## config.mk

```make
export PLATFORM = sky130hd
export DESIGN_NAME = bp_weight_update_engine
export DESIGN_NICKNAME = d
export VERILOG_FILES = /design/src/rtl/bp_pkg.sv /design/src/rtl/bp_sat_sub.sv /design/src/rtl/bp_weight_update_engine.sv
export SDC_FILE = /design/constraint.sdc
export NUM_CORES = 1
export LEC_CHECK = 0
export ABC_CLOCK_PERIOD_IN_PS = 7500
export CAP_MARGIN = 20
export CORE_MARGIN = 2
export CORE_UTILIZATION = 53
export CTS_CLUSTER_SIZE = 10
export DETAILED_ROUTE_END_ITERATION = 16
export HOLD_SLACK_MARGIN = 0.08
export PLACE_DENSITY = 0.76
export SETUP_SLACK_MARGIN = 0.05
export SKIP_LAST_GASP = 1
export SYNTH_ARGS = -nofsm -noshare
export SYNTH_HDL_FRONTEND = slang
export SYNTH_HIERARCHICAL = 1
export SYNTH_SLANG_ARGS = --single-unit
```

## constraint.sdc

```tcl
create_clock -name clk_i -period 7.5 [get_ports clk_i]
set_input_delay 1.5 -clock clk_i [delete_from_list [all_inputs] [get_ports clk_i]]
set_output_delay 1.5 -clock clk_i [all_outputs]
set_load 0.01 [all_outputs]
```

## src/rtl/bp_pkg.sv

```systemverilog
// Shared types and helpers for the backward-pass weight-update engine:
// FSM state encoding, index-width helper and signed saturation limits.
package bp_pkg;

    typedef enum logic [1:0] {
        IDLE = 2'd0,
        ERR  = 2'd1,
        UPD  = 2'd2,
        DONE = 2'd3
    } bp_state_t;

    // Width of an index able to address n items; never narrower than one bit.
    function automatic int idx_w(input int n);
        return (n < 2) ? 1 : $clog2(n);
    endfunction

    // Largest value representable in a w-bit two's complement number.
    function automatic longint sat_max(input int w);
        return (longint'(1) <<< (w - 1)) - 1;
    endfunction

    // Smallest value representable in a w-bit two's complement number.
    function automatic longint sat_min(input int w);
        return -(longint'(1) <<< (w - 1));
    endfunction

endpackage

```

## src/rtl/bp_sat_sub.sv

```systemverilog
// Signed subtract (w - grad) computed at full width, then saturated
// into a W_W-bit signed result. Purely combinational.
module bp_sat_sub
    import bp_pkg::*;
#(
    parameter int W_W = 8,
    parameter int G_W = 30
) (
    input  logic signed [W_W-1:0] w,
    input  logic signed [G_W-1:0] grad,
    output logic signed [W_W-1:0] result
);

    // One guard bit above the wider operand keeps the difference exact.
    localparam int D_W = ((G_W > W_W) ? G_W : W_W) + 1;
    localparam logic signed [D_W-1:0] MAX_V = D_W'(sat_max(W_W));
    localparam logic signed [D_W-1:0] MIN_V = D_W'(sat_min(W_W));

    logic signed [D_W-1:0] diff;

    // Exact difference followed by clamping to the weight range.
    always_comb begin
        diff = D_W'(w) - D_W'(grad);
        if (diff > MAX_V) begin
            result = MAX_V[W_W-1:0];
        end else if (diff < MIN_V) begin
            result = MIN_V[W_W-1:0];
        end else begin
            result = diff[W_W-1:0];
        end
    end

endmodule

```

## src/rtl/bp_weight_update_engine.sv

```systemverilog
// Backward-pass weight-update engine for one neuron. On start it snapshots
// target/final/x/w, computes err = target - final, then rewrites one weight
// per cycle with w - ((2*err*x) >>> LR_SHIFT), saturated to W_W bits, and
// emits a write-back strobe for each. Optional gradient clipping is enabled
// by defining BP_GRAD_CLIP_EN (clamps the gradient to +/-GRAD_MAX).
module bp_weight_update_engine
    import bp_pkg::*;
#(
    parameter int N_W      = 4,
    parameter int W_W      = 8,
    parameter int X_W      = 4,
    parameter int Y_W      = 23,
    parameter int LR_SHIFT = 2,
    parameter int GRAD_MAX = 64
) (
    input  logic                      clk_i,
    input  logic                      rst_i,
    input  logic                      zero_weight_reset_i,
    input  logic                      start_i,
    input  logic [X_W-1:0]            target_i,
    input  logic signed [Y_W-1:0]     final_i,
    input  logic [N_W*X_W-1:0]        x_i,
    input  logic [N_W*W_W-1:0]        w_i,
    output logic [N_W*W_W-1:0]        w_o,
    output logic                      wb_we_o,
    output logic [idx_w(N_W)-1:0]     wb_idx_o,
    output logic signed [W_W-1:0]     wb_data_o,
    output logic                      busy_o,
    output logic                      done_o
);

    localparam int IW  = idx_w(N_W);
    localparam int E_W = Y_W + 1;
    localparam int P_W = Y_W + X_W + 3;
    localparam logic [IW-1:0] LAST_IDX = IW'(N_W - 1);

    bp_state_t state_reg, state_next;

    logic [X_W-1:0]        x_in       [N_W];
    logic signed [W_W-1:0] w_in       [N_W];
    logic [X_W-1:0]        x_snap_reg [N_W];
    logic signed [W_W-1:0] w_snap_reg [N_W];
    logic signed [W_W-1:0] w_reg      [N_W];

    logic [X_W-1:0]        target_snap_reg;
    logic signed [Y_W-1:0] final_snap_reg;
    logic signed [E_W-1:0] err_reg;
    logic signed [E_W-1:0] err_next;
    logic [IW-1:0]         idx_reg;

    logic                  wb_we_reg;
    logic [IW-1:0]         wb_idx_reg;
    logic signed [W_W-1:0] wb_data_reg;
    logic                  done_reg;

    logic [X_W-1:0]        x_cur;
    logic signed [W_W-1:0] w_cur;
    logic signed [P_W-1:0] prod;
    logic signed [P_W-1:0] grad_shift;
    logic signed [P_W-1:0] grad;
    logic signed [W_W-1:0] w_new;

    // Unpack the flat buses into per-weight views and repack the result.
    generate
        for (genvar gi = 0; gi < N_W; gi++) begin : g_lane
            assign x_in[gi]              = x_i[gi*X_W +: X_W];
            assign w_in[gi]              = w_i[gi*W_W +: W_W];
            assign w_o[gi*W_W +: W_W]    = w_reg[gi];
        end
    endgenerate

    assign wb_we_o   = wb_we_reg;
    assign wb_idx_o  = wb_idx_reg;
    assign wb_data_o = wb_data_reg;
    assign done_o    = done_reg;
    assign busy_o    = (state_reg == ERR) || (state_reg == UPD);

    // Error term: zero-extended target minus sign-extended final output.
    assign err_next = E_W'($signed({1'b0, target_snap_reg})) - E_W'(final_snap_reg);

    // Gradient for the weight currently addressed by the index counter.
    always_comb begin
        x_cur      = x_snap_reg[idx_reg];
        w_cur      = w_snap_reg[idx_reg];
        prod       = (P_W'(err_reg) * P_W'($signed({1'b0, x_cur}))) <<< 1;
        grad_shift = prod >>> LR_SHIFT;
        grad       = grad_shift;
`ifdef BP_GRAD_CLIP_EN
        if (grad_shift > P_W'(GRAD_MAX)) begin
            grad = P_W'(GRAD_MAX);
        end else if (grad_shift < -P_W'(GRAD_MAX)) begin
            grad = -P_W'(GRAD_MAX);
        end
`endif
    end

    bp_sat_sub #(
        .W_W (W_W),
        .G_W (P_W)
    ) u_sat_sub (
        .w      (w_cur),
        .grad   (grad),
        .result (w_new)
    );

    // FSM state register.
    always_ff @(posedge clk_i or posedge rst_i) begin
        if (rst_i) begin
            state_reg <= IDLE;
        end else begin
            state_reg <= state_next;
        end
    end

    // FSM next-state logic; the synchronous clear wins over everything.
    always_comb begin
        state_next = state_reg;
        case (state_reg)
            IDLE:    if (start_i) state_next = ERR;
            ERR:     state_next = UPD;
            UPD:     if (idx_reg == LAST_IDX) state_next = DONE;
            DONE:    state_next = IDLE;
            default: state_next = IDLE;
        endcase
        if (zero_weight_reset_i) begin
            state_next = IDLE;
        end
    end

    // Snapshot, error, index and write-back registers.
    always_ff @(posedge clk_i or posedge rst_i) begin
        if (rst_i) begin
            for (int i = 0; i < N_W; i++) begin
                x_snap_reg[i] <= '0;
                w_snap_reg[i] <= '0;
                w_reg[i]      <= '0;
            end
            target_snap_reg <= '0;
            final_snap_reg  <= '0;
            err_reg         <= '0;
            idx_reg         <= '0;
            wb_we_reg       <= 1'b0;
            wb_idx_reg      <= '0;
            wb_data_reg     <= '0;
            done_reg        <= 1'b0;
        end else if (zero_weight_reset_i) begin
            for (int i = 0; i < N_W; i++) begin
                x_snap_reg[i] <= '0;
                w_snap_reg[i] <= '0;
                w_reg[i]      <= '0;
            end
            target_snap_reg <= '0;
            final_snap_reg  <= '0;
            err_reg         <= '0;
            idx_reg         <= '0;
            wb_we_reg       <= 1'b0;
            wb_idx_reg      <= '0;
            wb_data_reg     <= '0;
            done_reg        <= 1'b0;
        end else begin
            wb_we_reg <= 1'b0;
            done_reg  <= 1'b0;
            case (state_reg)
                IDLE: begin
                    if (start_i) begin
                        for (int i = 0; i < N_W; i++) begin
                            x_snap_reg[i] <= x_in[i];
                            w_snap_reg[i] <= w_in[i];
                        end
                        target_snap_reg <= target_i;
                        final_snap_reg  <= final_i;
                    end
                end
                ERR: begin
                    err_reg <= err_next;
                    idx_reg <= '0;
                end
                UPD: begin
                    w_reg[idx_reg] <= w_new;
                    wb_we_reg      <= 1'b1;
                    wb_idx_reg     <= idx_reg;
                    wb_data_reg    <= w_new;
                    if (idx_reg != LAST_IDX) begin
                        idx_reg <= idx_reg + 1'b1;
                    end
                end
                DONE: begin
                    done_reg <= 1'b1;
                end
                default: begin
                end
            endcase
        end
    end

endmodule

```

==> metrics.yaml, run 1 <==
power:
  leakagePower_nw: 7.13
  power.internal_mw: 3.51
  power.switching_mw: 3.19
  vdd_ir_drop_max_uv: 257
  power_frac_seq: 0.172
  p_clk_frac: 0.128
  comb_power_share: 0.700
  netSwitchingFraction: 0.476
  cellPowerDensity_nw_per_um2: 412
floorplanning:
  io_pins: 124
  die_area_um2: 25200
  die_h_um: 159
  fp.dieW_um: 159
  coreArea_um2: 23500
  num_rows: 56
  start_util: 0.541
global_route:
  antenna_found_initial: 0
  grt.overflow.total: 0
  grt_usage: 0.259
  grt_max_degree: 101
  grt_pass1_vias: 11555
  grt_first_pass_wirelength_mm: 54.7
clock_network:
  cts_tree: "yes"
  cts_buffer_depth: 2
  cts_buffers: 17
  root_buffer: "clkbuf_16"
  clk_latency_ns: 0.43
  h-tree-depth: 4
  clkTransAtPathRegs_ns: 0.07
  clock-sinks: 147
place:
  port_buffers: 123
  dp.cells: 1949
  place.gp.congestion: 0.862
  dpl.hpwl_mm: 23.6
status:
  status: "complete, no violations"
synth:
  synth-edff-count: 0
  seq_area_frac_synth: 0.290
  syn_area_per_cell_um2: 8.34
  syn-num-nets: 1751
  synthArstFlopShare: 1.00
  ys.flop_type: "dfrtp_1"
  syn_area_um2: 12700
  ys_types: 83
  synth_cells: 1522
  ys_ff_latch: 147
  synth_warnings: 6
routing:
  wl_mm: 34.3
  ant_nets: 0
  drtPass1Iterations: 5
  vias_per_cell: 5.82
  wl_per_cell_um: 17.2
  first_iter_violations: 835
  drc: 0
  dr_total_vias: 11637
sta:
  finalSetupViolCount: 0
  hold_viol_final: 0
  slew_headroom: 0.290
  max_freq_mhz: 136
  drv_slew: 0
  rsz0062_at_grt: "yes"
  fin_worst_skew_ns: 0.0118
  max_slew.worst_pin.slew_ns: 1.07
  period_share: 0.978
  fin_crit_ns: 7.33
  whs_ns: 0.522
hold_path:
  hp-class: "reg -> reg"
flow_run:
  drv_cap: 0
final_layout:
  drive_gt1_frac: 0.182
  fin_util: 0.693
  num_antenna_cells: 0
  syn_to_final_growth_pct: 28.1
  fin_nets: 1898
  final_cell_count_no_fill: 2001
setup_path:
  crit_required_ns: 7.85
  startpoint_type: "register"
  worst_path_largest_cell_delay_ns: 0.59
  cp_slowest_cell: "o41a_4"
  cp.arrival_ns: 7.69
  critPathKind: "reg -> reg"
  path_max_fanout: 7
  crit_top_cell: "inv_1"
  end_kind: "register"
## cell usage after synthesis, types with 5 or more instances
master,n,area [um2]
nand2_1,259,972
inv_1,154,578
a21oi_1,153,766
dfrtp_1,147,3680
ha_1,99,1240
and2_1,79,494
nor2_1,78,293
nand3_1,59,295
clkbuf_1,52,195
fa_1,51,1020
o21ai_0,35,175
xnor2_1,34,298
a21o_1,26,195
mux2i_1,22,220
xor2_1,20,175
nor3_1,18,90.1
a211oi_1,15,113
nand4_1,15,93.8
buf_1,14,52.6
o21ai_1,14,70.1
mux4_2,12,270
buf_2,11,55.1
o211ai_1,10,75.1
nor2b_1,9,56.3
nor4_1,7,43.8
o21a_1,7,52.6
a21boi_0,6,45.0
and3_1,6,37.5
o21bai_1,6,45.0
o221ai_1,6,52.6
o311ai_0,6,52.6
a31oi_1,5,31.3
nand2b_1,5,31.3
## per-layer routing
metal | up-vias | GRT usage | routed length, um
li1 | 5485 | - | -
met1 | 5742 | 0.342 | 14600
met2 | 345 | 0.442 | 17200
met3 | 65 | 0.0374 | 1690
met4 | 0 | 0.0776 | 823
met5 | - | 0 | 0
## power groups by stage
stage	Clock (mW)	Combinational [mW]	Sequential [mW]
2_1_floorplan	0	2.80	1.10
3_3_place_gp	0	3.76	1.15
4_1_cts	0.864	3.96	1.15
5_1_grt	0.895	5.09	1.18
3_5_place_dp	0	3.87	1.16
6_report	0.855	4.69	1.15
## metrics by stage
stage / TNS (ns) / total power [mW] / setup slack [ns] / area [um2]
floorplan: -0.185 / 3.90 / -0.0118 / 12700
global placement: 0 / 4.91 / 0.0534 / 14500
detailed placement: -4.44 / 5.02 / -0.197 / 14500
CTS: 0 / 5.97 / 0.0502 / 15200
global route: -4.08 / 7.16 / -0.175 / 16300
finish: 0 / 6.70 / 0.166 / 16300
## logic make-up (layout without fill, tap and decap cells)
group,Yosys count,in the layout,share of synthesized area
flops,147,147,0.290
simple gates,555,555,0.204
mux,35,37,0.0398
fa+ha+maj,150,150,0.178
buf+inv,234,392,0.0706
xor+xnor,54,54,0.0373
compound gates,347,347,0.180
## placed cells by master, fill, tap and decap left out, drive strengths merged, types with 5 or more instances in the layout
master | synthesis | routed
nand3 | 59 | 59
mux4 | 12 | 14
nor3 | 20 | 20
a21oi | 154 | 154
o221ai | 6 | 6
nand4 | 15 | 15
and3 | 6 | 6
xnor2 | 34 | 34
o211ai | 11 | 11
nor2b | 9 | 9
and2 | 79 | 79
o21ai | 49 | 49
clkbuf | 52 | 17
a211oi | 17 | 17
o21a | 7 | 7
nand2 | 259 | 259
clkdlybuf4s50 | 0 | 122
a21o | 27 | 27
a31oi | 6 | 6
xor2 | 20 | 20
ha | 99 | 99
nand2b | 5 | 5
buf | 26 | 82
nor2 | 78 | 78
o21bai | 6 | 6
fa | 51 | 51
dfrtp | 147 | 147
a21boi | 7 | 7
mux2i | 22 | 22
inv | 154 | 164
o311ai | 7 | 7
nor4 | 7 | 7
## what timing repair did
action / CTS / global route
pin swaps: 1 / 79
setup buffers: 1 / 15
endpoints found under the setup margin: 35 / 39
gates resized for setup: 19 / 168
hold buffers: 0 / 0
gates cloned: 2 / 1
## critical path, delay by kind of cell (launching register included)
family / cells / cell delay, ns
XOR/XNOR: 1 / 0.18
AO/OA/AOI/OAI: 12 / 2.57
adder cells (fa/ha/maj): 5 / 1.89
buffers and inverters: 6 / 0.63
AND/OR/NAND/NOR: 5 / 0.99
flip-flops: 1 / 0.43
multiplexers: 1 / 0.57
## layout make-up
| type | instances | area (um2) |
|---|---|---|
| fillers | 1769 | 7210 |
| well taps | 319 | 399 |
| clock buffers | 17 | 425 |
| inverters | 156 | 591 |
| multi-input cells | 1143 | 9110 |
| repair buffers | 204 | 1900 |
| flip-flops and latches | 147 | 3680 |
| clock inverters | 15 | 163 |
## worst paths after layout
kind,slack (ns),to,startpoint,depth (start not counted)
setup / recovery,0.17,w_o[25]$_DFFE_PP0P_,idx_reg[0]$_DFFE_PP0P_,30
hold / removal,0.52,w_snap_reg[16]$_DFFE_PP0P_,w_snap_reg[16]$_DFFE_PP0P_,2
setup reg to reg,0.17,w_o[25]$_DFFE_PP0P_,idx_reg[0]$_DFFE_PP0P_,30
hold reg to reg,0.52,w_snap_reg[16]$_DFFE_PP0P_,w_snap_reg[16]$_DFFE_PP0P_,2
max in group asynchronous,4.93,w_o[20]$_DFFE_PP0P_,rst_i,4
min in group asynchronous,1.52,x_snap_reg[0]$_DFFE_PP0P_,rst_i,2
No activity file was read; power rests on OpenSTA's default activity.
==> run 2: changes to the inputs <==
--- a/config.mk
+++ b/config.mk
@@ -9,7 +9,7 @@
 export CAP_MARGIN = 20
 export CORE_MARGIN = 2
 export CORE_UTILIZATION = 53
-export CTS_CLUSTER_SIZE = 10
+export CTS_CLUSTER_SIZE = 16
 export DETAILED_ROUTE_END_ITERATION = 16
 export HOLD_SLACK_MARGIN = 0.08
 export PLACE_DENSITY = 0.76
@@ -19,3 +19,4 @@
 export SYNTH_HDL_FRONTEND = slang
 export SYNTH_HIERARCHICAL = 1
 export SYNTH_SLANG_ARGS = --single-unit
+export TNS_END_PERCENT = 100
==> results of run 2 <==
No change in the layout: final DEF, timing and power equal those of run 1.
==> RTL edit 1, RTL diff (config.mk and constraints of run 1) <==
Build with the macro `BP_GRAD_CLIP_EN` defined.
--- a/src/rtl/bp_weight_update_engine.sv
+++ b/src/rtl/bp_weight_update_engine.sv
@@ -5,2 +5,4 @@
 // by defining BP_GRAD_CLIP_EN (clamps the gradient to +/-GRAD_MAX).
+`define BP_GRAD_CLIP_EN
+
 module bp_weight_update_engine
Behaviour: not the same (Yosys sat finds a counterexample within 4 cycles, from zero or initial values and one cycle with rst_i high).
==> RTL edit 1 against run 1 <==
- the flow now finishes with violations (setup timing)
- area after synthesis is 2.1% higher
- via count increased by 7.6%
- design area up 11%
- wire length increased by 11%
- worst setup slack worse by 2200 ps
- core utilization rose by 5.1 points
- total power up 26%
- first-iteration DRC count shrank 12%
- count of clock-buffer cells in the layout unchanged
- synthesized cell count shrank 4.6%
- sequential cell count unchanged
- clock power increased by 2%
==> RTL edit 1: results (changes against run 1) <==
stage	metric	value	unit	change
sta	postLayoutSetupSlackWorst	-1980	ps	-2150 ps
synth	synth_common_cells	inv_1 (164), dfrtp_1 (147), nand2_1 (118)		
routing	first_iter_violations	738		-12%
global_routing	grt_pass1_wl	62.2	mm	+14%
routing	routed_wl	38.1	mm	+11%
synth	synth_nets	1681		-4.0%
placement	dpl_cell_area	0.0166	mm2	+14%
synth	yosysUniqueCellTypes	86		+3.6%
pwr	max-vdd-ir-drop	0.380	mV	+48%
synth	syn_area_per_cell	8.93	um2	+7.0%
hold_path	min-delay-start	w_snap_reg[13]		
global_routing	track_usage	0.296		+0.0373
worst_setup_path	cp_max_fo	8		+1
routing	wl_per_cell	17.8	um	+3.7%
worst_setup_path	worstPathArrival	9820	ps	+2130 ps
clocking	clk_pin_slew	70	ps	about the same
synth	ys_top_cells_by_area	dfrtp_1 (28%), ha_1 (9.6%), fa_1 (7.9%)		
worst_setup_path	cp_slowest_cell	mux4_2		
outcome	outcome	finished with violations		
sta	slew-limit-headroom	0.240		-0.0499
worst_setup_path	max_stage_delay	590	ps	about the same
synth	synth_seq_area_share	0.284		-0.00599
synth	ys.warnings.count	6		unchanged
sta	clock_skew	11.3	ps	-0.457 ps
sta	setup_viol	40		+40
routing	vias	12516		+7.6%
worst_setup_path	critPathKind	flip-flop to flip-flop		
sta	setup_tns	-73250	ps	-73250 ps
routing	first_pass_iters	6		+1
global_routing	grt_pass1_vias	12960		+12%
placement	dp_hpwl	26.9	mm	+14%
placement	place.gp.congestion	0.922		+6.9%
outcome	violations	setup timing		
synth	synthFlopType	dfrtp_1		
finish	drive_above_1_share	0.274		+0.0916
global_routing	grt_max_degree	88		-13%
finish	final_nets	2033		+7.1%
pwr	leakage	8.38	nW	+18%
finish	n_antenna_cell	0		unchanged
[RTL edit 1: worst paths after layout]
kind,to,slack (ps),cells past startpoint
min,w_snap_reg[13],510,1
max in group asynchronous,w_o[17],4780,4
min reg2reg,w_snap_reg[13],510,1
max,w_o[0],-1980,37
max reg2reg,w_o[0],-1980,37
min in group asynchronous,x_snap_reg[4],1510,2
[RTL edit 1: final cells by class]
type / instances / area [um2]
Multi-Input combinational cell: 1068 / 9240
Tap cell: 324 / 405
Sequential cell: 147 / 3680
Clock buffer: 17 / 425
Clock inverter: 15 / 170
Timing Repair Buffer: 406 / 3440
Fill cell: 1571 / 6190
Inverter: 164 / 626
[RTL edit 1: report_power, final]
part / switching [mW] / internal, mW / total, mW / leakage, nW
clock network: 0.370 / 0.500 / 0.870 / 0.293
logic: 3.35 / 3.10 / 6.45 / 6.09
registers: 0.159 / 0.957 / 1.12 / 2.00
total: 3.87 / 4.56 / 8.43 / 8.38
[RTL edit 1: cells by family after synthesis]
family	count (synthesis)	share of synthesized area
and+or+nand+nor	448	0.174
AOI/OAI and AO/OA	364	0.208
buffers and inverters	240	0.0727
adders and majority gates	150	0.174
DFF	147	0.284
xor gates and xnor gates	56	0.0378
muxes	47	0.0488
[RTL edit 1: per-layer routing]
metal / share of wire / vias to the layer above / GRT usage
li1: - / 5807 / -
met1: 0.42 / 6138 / 0.379
met2: 0.49 / 468 / 0.514
met3: 0.058 / 103 / 0.0514
met4: 0.027 / 0 / 0.0917
met5: 0 / - / 0
[RTL edit 1: what timing repair did]
item | 4_1_cts | 5_1_grt
resized for setup | 55 | 53
pin swaps | 45 | 28
setup buffers | 10 | 11
gates cloned | 3 | 0
hold buffers | 0 | 0
endpoints found under the setup margin | 40 | 40
==> RTL edit 2, RTL diff (flow settings as in run 1) <==
Without the edit above. Reset style: synchronous (`rst_i`), changed in 2 clocked blocks.
--- a/src/rtl/bp_weight_update_engine.sv
+++ b/src/rtl/bp_weight_update_engine.sv
@@ -106,3 +106,3 @@
     // FSM state register.
-    always_ff @(posedge clk_i or posedge rst_i) begin
+    always_ff @(posedge clk_i) begin
         if (rst_i) begin
@@ -130,3 +130,3 @@
     // Snapshot, error, index and write-back registers.
-    always_ff @(posedge clk_i or posedge rst_i) begin
+    always_ff @(posedge clk_i) begin
         if (rst_i) begin
Behaviour: differs if rst_i is asserted again (counterexample within 4 cycles, from zero or initial values and one cycle with rst_i high); with rst_i held inactive, the same outputs for 4 cycles.
==> RTL edit 2 against run 1 <==
- clock skew is 2.3 ps higher
- wire length down 19%
- non-clock buffer count fell by 32
- sequential cell count is 2 higher
- maximum frequency increased by 1.9%
- critical path type unchanged
- worst setup slack better by 130 ps
- design area shrank 9.7%
- largest cell class unchanged
- area after synthesis down 6.1%
Power is not compared: it rests on default switching activity, and its combinational part moved more than twofold at a synthesized area within 25%.
==> RTL edit 2: results (changes against run 1) <==
stage	metric	value	unit	change
worst_setup_path	max_stage_delay	550	ps	-40 ps
synth	syn_area_per_cell	9.25	um2	+11%
finish	drive_above_1_share	0.134		-0.0480
global_routing	use_met1	0.297		-0.0450
routing	wl_met2	13.9	mm	-19%
pwr	p_sw_frac	0.321		
worst_setup_path	r2r_end	w_reg[2][3]		
worst_setup_path	r2r_slack	300	ps	+130 ps
global_routing	grtUsageMet3	0.0335		-0.00382
hold_path	hold_depth	2		unchanged
synth	synthFlopType	dfxtp_1		
routing	wirelength_met1	12.4	mm	-15%
worst_setup_path	cp_max_fo	20		+13
global_routing	grt_pass1_wl	45.0	mm	-18%
routing	first_iter_violations	511		-39%
global_routing	grt_max_degree	88		-13%
sta	slew-limit-headroom	0.331		+0.0408
finish	multi_input_area_share	0.541		-0.0189
finish	layout.non_clock_buffers	172		-16%
finish	clock_area_frac	0.0397		+0.00355
synth	ys_top_cells_by_area	edfxtp_1 (17%), dfxtp_1 (14%), ha_1 (10%)		
global_routing	track_usage	0.229		-0.0295
synth	synth_common_cells	and2_1 (151), inv_1 (138), ha_1 (99)		
finish	stdcell_count	1721		-14%
placement	dp_hpwl	21.1	mm	-11%
placement	pre_cts_ws	-151	ps	+46.0 ps
finish	seq_cell_count	149		+1.4%
sta	clock_skew	14.1	ps	+2.31 ps
sta	whs	491	ps	-30.3 ps
routing	routed_wl	27.9	mm	-19%
outcome	outcome	finished clean		
synth	yosysUniqueCellTypes	89		+7.2%
clocking	htreeDepth	4		unchanged
finish	buf_share	0.110		-0.00670
finish	n_fill_cell	1704		-3.7%
global_routing	grt_pass1_vias	9575		-17%
worst_setup_path	cp_slowest_cell	mux4_2		
synth	synth_compound_area_frac	0.157		-0.0230
finish	seq_area_frac	0.250		+0.0235
finish	inverters	139		-11%
finish	final_nets	1657		-13%
synth	synthArstFlopShare	0		-1.00
hold_path	holdPathEnd	wb_idx_o[1]		
global_routing	use_met2	0.404		-0.0383
placement	dpl_cell_area	0.0136	mm2	-6.4%
synth	synth_seq_area_share	0.307		+0.0174
hold_path	min-delay-start	wb_idx_o[1]		
worst_setup_path	worstPathArrival	7380	ps	-310 ps
finish	multi_input_cells	949		-17%
synth	synth_nets	1519		-13%
synth	muxShareOfSynthArea	0.0433		+0.00351
routing	via_per_inst	5.61		-3.6%
floorplan	die_area	0.0237	mm2	-5.9%
synth	synth_fa_ha_area_frac	0.189		+0.0115
==> RTL edit 2: how the worst max path moves through the flow <==
stage	startpoint	to	slack (ps)	cells after the start
after floorplan	flip-flop	w_reg[0][2]	140	29
after CTS	flip-flop	w_reg[0][2]	50	29
after global routing	flip-flop	w_reg[0][3]	-10	27
after detailed placement	flip-flop	w_reg[0][3]	-150	28
final	flip-flop	w_reg[2][3]	300	30
after global placement	flip-flop	w_reg[0][3]	-20	30
==> RTL edit 2: timing repair <==
action | CTS | global route
hold buffers | 0 | 0
gates resized for setup | 14 | 73
buffers inserted | 0 | 14
setup endpoints to repair | 34 | 40
pin swaps | 0 | 30
endpoints found under the hold margin | 0 | 0
==> RTL edit 2: power by group through the flow <==
stage / Clock, mW / Combinational [mW] / Sequential [mW]
after floorplan: 0 / 0.415 / 0.914
after global placement: 0 / 0.586 / 0.916
after detailed placement: 0 / 0.600 / 0.917
after CTS: 0.840 / 0.617 / 0.899
after global routing: 0.875 / 0.739 / 0.902
final: 0.834 / 0.680 / 0.898
